--- src/rtl/alu_result_accumulator.sv ---
// ALU result statistics stage: collects a burst of N_SAMPLES results and
// presents saturating sum, min, max, count and overflow as one held beat.
module alu_result_accumulator #(
    parameter int DATA_W    = 16,
    parameter int ACC_W     = 24,
    parameter int N_SAMPLES = 1000,
    parameter int CNT_W     = 10
) (
    input  logic              clk,
    input  logic              rst_n,
    input  logic              start,
    input  logic              in_valid,
    input  logic [DATA_W-1:0] in_data,
    output logic              in_ready,
    output logic              busy,
    output logic              res_valid,
    input  logic              res_ready,
    output logic [ACC_W-1:0]  res_sum,
    output logic [DATA_W-1:0] res_max,
    output logic [DATA_W-1:0] res_min,
    output logic [CNT_W-1:0]  res_count,
    output logic              res_ovf
);

    typedef enum logic [1:0] {
        IDLE  = 2'd0,
        ACCUM = 2'd1,
        DONE  = 2'd2
    } state_t;

    state_t state;
    state_t state_nxt;

    logic             accept;
    logic             last;
    logic             open;
    logic [ACC_W:0]   sum_ext;

    assign open    = (state == IDLE) && start;
    assign accept  = (state == ACCUM) && in_valid;
    assign last    = accept && (res_count == CNT_W'(N_SAMPLES - 1));
    assign sum_ext = {1'b0, res_sum}
                   + {{(ACC_W + 1 - DATA_W){1'b0}}, in_data};

    // State register
    always_ff @(posedge clk or negedge rst_n) begin
        if (!rst_n) begin
            state <= IDLE;
        end else begin
            state <= state_nxt;
        end
    end

    // Next-state decode: start only opens a burst from IDLE
    always_comb begin
        state_nxt = state;
        case (state)
            IDLE:    if (start)     state_nxt = ACCUM;
            ACCUM:   if (last)      state_nxt = DONE;
            DONE:    if (res_ready) state_nxt = IDLE;
            default:                state_nxt = IDLE;
        endcase
    end

    // Handshake outputs decoded purely from the state register
    always_comb begin
        in_ready  = 1'b0;
        busy      = 1'b0;
        res_valid = 1'b0;
        case (state)
            ACCUM: begin
                in_ready = 1'b1;
                busy     = 1'b1;
            end
            DONE: begin
                res_valid = 1'b1;
                busy      = 1'b1;
            end
            default: ;
        endcase
    end

    // Statistics: cleared on burst open, updated on each accepted sample
    always_ff @(posedge clk or negedge rst_n) begin
        if (!rst_n) begin
            res_sum   <= '0;
            res_max   <= '0;
            res_min   <= '0;
            res_count <= '0;
            res_ovf   <= 1'b0;
        end else if (open) begin
            res_sum   <= '0;
            res_max   <= '0;
            res_min   <= '1;
            res_count <= '0;
            res_ovf   <= 1'b0;
        end else if (accept) begin
            if (sum_ext[ACC_W]) begin
                res_sum <= '1;
                res_ovf <= 1'b1;
            end else begin
                res_sum <= sum_ext[ACC_W-1:0];
            end
            if (in_data > res_max) res_max <= in_data;
            if (in_data < res_min) res_min <= in_data;
            res_count <= res_count + 1'b1;
        end
    end

endmodule

--- config.mk ---
export PLATFORM = sky130hd
export DESIGN_NAME = alu_result_accumulator
export DESIGN_NICKNAME = d
export VERILOG_FILES = /design/src/rtl/alu_result_accumulator.sv
export SDC_FILE = /design/constraint.sdc
export NUM_CORES = 1
export LEC_CHECK = 0
export CAP_MARGIN = 40
export CORE_AREA = 2 2 104 106
export CTS_CLUSTER_DIAMETER = 30
export DETAILED_ROUTE_END_ITERATION = 12
export DIE_AREA = 0 0 106 108
export PLACE_DENSITY = 0.75
export REMOVE_ABC_BUFFERS = 1
export SLEW_MARGIN = 30
export SYNTH_ARGS = -nofsm -noshare
export SYNTH_HDL_FRONTEND = slang
export SYNTH_SLANG_ARGS = --single-unit
export TNS_END_PERCENT = 50
--- constraint.sdc ---
create_clock -name clk -period 3.9 [get_ports clk]
set_input_delay 0.585 -clock clk [delete_from_list [all_inputs] [get_ports clk]]
set_output_delay 0.585 -clock clk [all_outputs]
set_load 0.05 [all_outputs]
* Word level (Yosys, flattened, before mapping)
Cells that the tools add are included.
** Storage, ports and cells
- Logic and storage cells :: 50
- Bits of input ports :: 21
- Bits in writable memories :: 0
- Bits in registers :: 69
- Memories kept :: 0
- Output and inout port bits :: 70
- Latch bits :: 0
- Memory bits (read-only) :: 0
** Cells by class
- Eq/ne operators :: 6
- Add/subtract/negate cells :: 2
- Div/mod/pow operators :: 0
- $mul :: 0
- Shift operators :: 0
- Bitwise operators :: 0
- Order comparisons :: 2
- Muxes and demuxes :: 21
- Reduce and logical (&&, ||, !) cells :: 13
** Operators by type and width (number)
- 16-bit two-way mux :: 6
- 24-bit two-way mux :: 3
- 24-bit by 16-bit adder with 25-bit output :: 1
- 10-bit two-way mux :: 2
- 16-bit greater-than comparator :: 1
- 16-bit < comparator :: 1
- 10-bit by 1-bit adder with 10-bit output, second input constant :: 1
- 10-bit == test, second input constant :: 1
- 2-bit nonzero test :: 4
- 1-bit two-way mux :: 6
- 2-bit two-way mux :: 3
- 2-bit inequality test, second input constant :: 3
- 2-bit one-hot mux with 3 select lines :: 1
- 2-bit AND reduction :: 3
- 1-bit logical AND :: 3
- 3-bit AND reduction :: 1
- 2-bit by 1-bit == test with 1-bit output, second input constant :: 1
- 2-bit == test, second input constant :: 1
- 2-bit logical NOT :: 1
- 2-bit OR reduction :: 1

* Logic depth before layout (Yosys ltp)
- Depth in word-level cells :: 5
- Mapped depth :: 10
- Gate-level depth less buffers :: 9

* Worst setup path after synthesis
No wires, ideal clock.
- Kind :: register to register
- Start :: reg res_sum[0]
- End :: reg res_sum[10]
- Path slack :: 0.845 ns
- Buffers on the path :: 1
- Arrival :: 2.929 ns
- Required time :: 3.774 ns
- Period minus slack after synthesis :: 3.055 ns
- Stages on the path, launching flop included :: 11
- Library setup time :: 0.126 ns
- Cells stage by stage :: dfrtp_1 ha_1 fa_1 a211oi_2 nor2_1 a21o_2 a31o_4 a211o_4 and3b_1 buf_6 a221o_1
** Between the ends
- Word-level cells in the longest chain between the ends :: 4
** Ends and longest elaborated chain
- from (decl) :: RTL line 18 : output logic [ACC_W-1:0] res_sum,
- from (signal assigned) :: RTL line 102 : res_sum <= sum_ext[ACC_W-1:0];
- 24-bit by 16-bit adder with 25-bit output :: RTL line 43 : + {{(ACC_W + 1 - DATA_W){1'b0}}, in_data};
- 24-bit two-way mux :: RTL line 98 : if (sum_ext[ACC_W]) begin
- 24-bit two-way mux :: RTL line 97 : end else if (accept) begin
- 24-bit two-way mux :: RTL line 91 : end else if (open) begin
No other way between the ends. The select of a mux whose other input is x is not followed.
A chain may end at the register's enable or synchronous reset.

* Worst setup path in the final report
- Start :: in in_data[0]
- End :: reg res_sum[13]
** Between the ends
- Word-level cells in the longest chain between the ends :: 4
** Ends and longest elaborated chain
- from (decl) :: RTL line 13 : input logic [DATA_W-1:0] in_data,
- 24-bit by 16-bit adder with 25-bit output :: RTL line 43
- 24-bit two-way mux :: RTL line 98
- 24-bit two-way mux :: RTL line 97
- 24-bit two-way mux :: RTL line 91
No other way between the ends. The select of a mux whose other input is x is not followed.

==> reports/metrics.csv <==
metric,value,unit
run_status,"complete, no violations",
clock_power_share,14.9,%
grt_setup_unrepaired,false,
wl_per_cell,16.0,um
fin_tns_setup,0,ns
rows,37,
initial_utilization,44.3,%
fillCellCount,880,
synth_top_area_share,38.1,%
firstDrtPassIters,7,
timing_hold_violations_final,0,
clkTransAtPathRegs,0.08,ns
power.sequential.fraction,24.6,%
port_bufs,90,
layout_setup_ws,0.655,ns
total_area_of_multi_input_combinational_cells,2580,um^2
finalClockSkew,0.00770,ns
timing.critical_path.required,4.14,ns
initial_antenna_violation_count,0,
route.antenna.remaining_nets,0,
synth-edff-count,0,
cts.hold.buffers_added,0,
num-nets-final,660,
place_congestion,0.843,
synthFlopType,dfrtp_1,
routed.top_layer,met4,
timing.slew.headroom,44.4,%
detailroute.wirelength.met2,5560,um
synth.ff_latch_count,69,
die_h,108,um
critical_path.endpoint_type,register,
worstSetupPathType,primary input to register,
yosys_warnings,0,
report.final.setup_viol,0,
async_flop_share,100,%
ff_latch_area,1730,um^2
num_antenna_cells,0,
grt_pass1_vias,3911,
routed_wirelength,11700,um
route.detailed.vias_per_inst,5.55,
wirelength_met1,5300,um
comb_power_share,60.5,%
placement.setup.worst_slack,0.298,ns
worst_ep_arrival_time,3.48,ns
die_x,106,um
worst_skew_pair.late_latency,0.35,ns
post-synth-top-area-cell,dfrtp_1,
grt_pass1_wl,19400,um
cts.sinks,69,
power_density,773,nW/um^2
detailroute.wirelength.met3,549,um
slew_violations,0,
layout-drive-gt1-share,6.60,%
timing.max_cap.violations,0,
cts_buffers,9,
detailroute.via_count,4033,
design.portCount,91,
max_freq,308,MHz
most_frequent_cells_after_synthesis,"69 x dfrtp_1, 52 x ha_1, 45 x nand2_1",
synth_seq_area_share,38.1,%
hpwlAfterDp,8770,um
worstSetupStartpointType,primary input,
drc_errors,0,
globalRouteTotalUtil,21.1,%
class_of_the_tightest_hold_or_removal_check,primary input to asynchronous set/reset pin,
min_period,3.24,ns
post-cts-setup-buffers,0,
core_area,10200,um^2
critical_path.max_fanout,7,
summed_instance_area_of_the_synthesized_netlist,4530,um^2
synthToLayoutAreaGrowth,28.7,%
tritoncts_clock_tree,built,
p_switching,2.23,mW
final_min_period_over_clock_period,83.2,%
grt_max_degree,42,
synthCells,496,
clock_tree.root_cell,clkbuf_8,
static-leakage-power,2.57,nW
power.share.switching,49.5,%
post_cts.resized_instances,0,
power.ir.vdd_worst,0.335,mV
synth.area.top_cells,"dfrtp_1 38%, ha_1 14%, a21oi_1 4.2%",
yosysUniqueCellTypes,48,
die_area,11400,um^2
cts-root-to-sink-buffers,2,
htreeDepth,3,
worstMarginPinSlew,0.831,ns
drtIter0Drc,210,
avg_cell_area_syn,9.13,um^2
grt_ovf,0,
synth_most_common_cell,dfrtp_1,
p_int,2.27,mW
cell usage in the layout, fill, tap and decap left out, types with 2 or more instances in the layout:
cell type        count
clkdlybuf4s50_1     89
dfrtp_1             69
ha_1                52
nand2_1             45
inv_1               39
a21oi_1             37
o21ai_0             37
nor2_1              27
nand3_1             24
o211ai_1            18
xnor2_1             16
o31ai_1             15
xor2_1              10
clkbuf_8             9
buf_4                9
a221o_1              7
nor3_1               7
a211oi_1             7
a31oi_1              6
a21o_1               5
and3_1               5
nor2b_1              5
nand4_1              4
a21o_2               3
or3_1                3
mux2i_1              3
and4_1               3
a21boi_0             2
and2_1               2
nand2b_1             2
o21a_1               2
mux2_2               2
bufinv_16            2
clkinv_4             2
worst paths after layout:
check,start,endpoint,cells after the start,slack [ns]
worst max-delay path,in_data[0],res_sum[13]$_DFFE_PN0P_,10,0.66
worst min-delay path,rst_n,res_sum[1]$_DFFE_PN0P_,1,0.15
worst max register to register,res_sum[0]$_DFFE_PN0P_,res_sum[13]$_DFFE_PN0P_,9,0.99
worst min register to register,res_ovf$_DFFE_PN0P_,res_ovf$_DFFE_PN0P_,2,0.50
max in group asynchronous,rst_n,res_count[6]$_DFFE_PN0P_,2,3.03
min in group clk,res_ovf$_DFFE_PN0P_,res_ovf$_DFFE_PN0P_,2,0.50
power by group through the flow:
stage	logic, mW	clock network [mW]	registers, mW
2_1_floorplan	1.15	0	1.83
3_3_place_gp	2.65	0	1.12
3_5_place_dp	2.71	0	1.13
4_1_cts	2.73	0.675	1.11
5_1_grt	2.95	0.714	1.14
6_report	2.73	0.672	1.11
routing by layer:
metal | up-vias | GRT usage (%)
met4 | 0 | 7.80
met2 | 121 | 34.8
met5 | - | 0
met1 | 1917 | 28.7
met3 | 20 | 2.77
li1 | 1975 | -
state kept, by name, summed over array words and instances, names as in the netlist:
| register | cells |
|---|---|
| res_count | 10 |
| res_max | 16 |
| res_min | 16 |
| res_ovf | 1 |
| res_sum | 24 |
| state | 2 |
per-stage QoR:
stage	instance area (um^2)	hold slack [ns]	utilization [%]	total power, mW	std cells
after floorplan	4440	0.289	-	2.98	475
after global placement	5590	0.469	54.6	3.77	710
after detailed placement	5610	0.480	54.8	3.84	711
after CTS	5830	0.151	57.0	4.51	727
after global routing	5830	0.160	57.0	4.80	727
final	5830	0.149	57.0	4.51	727
worst max-delay path: stages:
cell and delay [ns]:
clkdlybuf4s50_1 0.47, ha_1 0.25, fa_1 0.43, a211oi_2 0.23, nor2_1 0.11, a21o_2 0.26
a31o_4 0.24, a211o_4 0.36, and3b_1 0.25, a221o_1 0.29
layout make-up:
type                    instances  share of cell area [%]
clock buffers                   9                    2.13
repair buffers                100                    16.9
flip-flops and latches         69                    29.6
well taps                     136                    2.92
multi-input cells             367                    44.2
inverters                      39                    2.51
clock inverters                 7                    1.70
cells by family (layout without fill, tap and decap cells):
kind of cell	count (synthesis)	count (layout)	synth area share [%]
and+or+nand+nor	132	132	13.8
buffers and inverters	60	155	5.14
adders and majority gates	53	53	14.8
xor gates and xnor gates	26	26	5.03
AOI/OAI and AO/OA	151	151	21.9
muxes	5	5	1.16
DFF	69	69	38.1
Power figures use the tool's default switching activity.
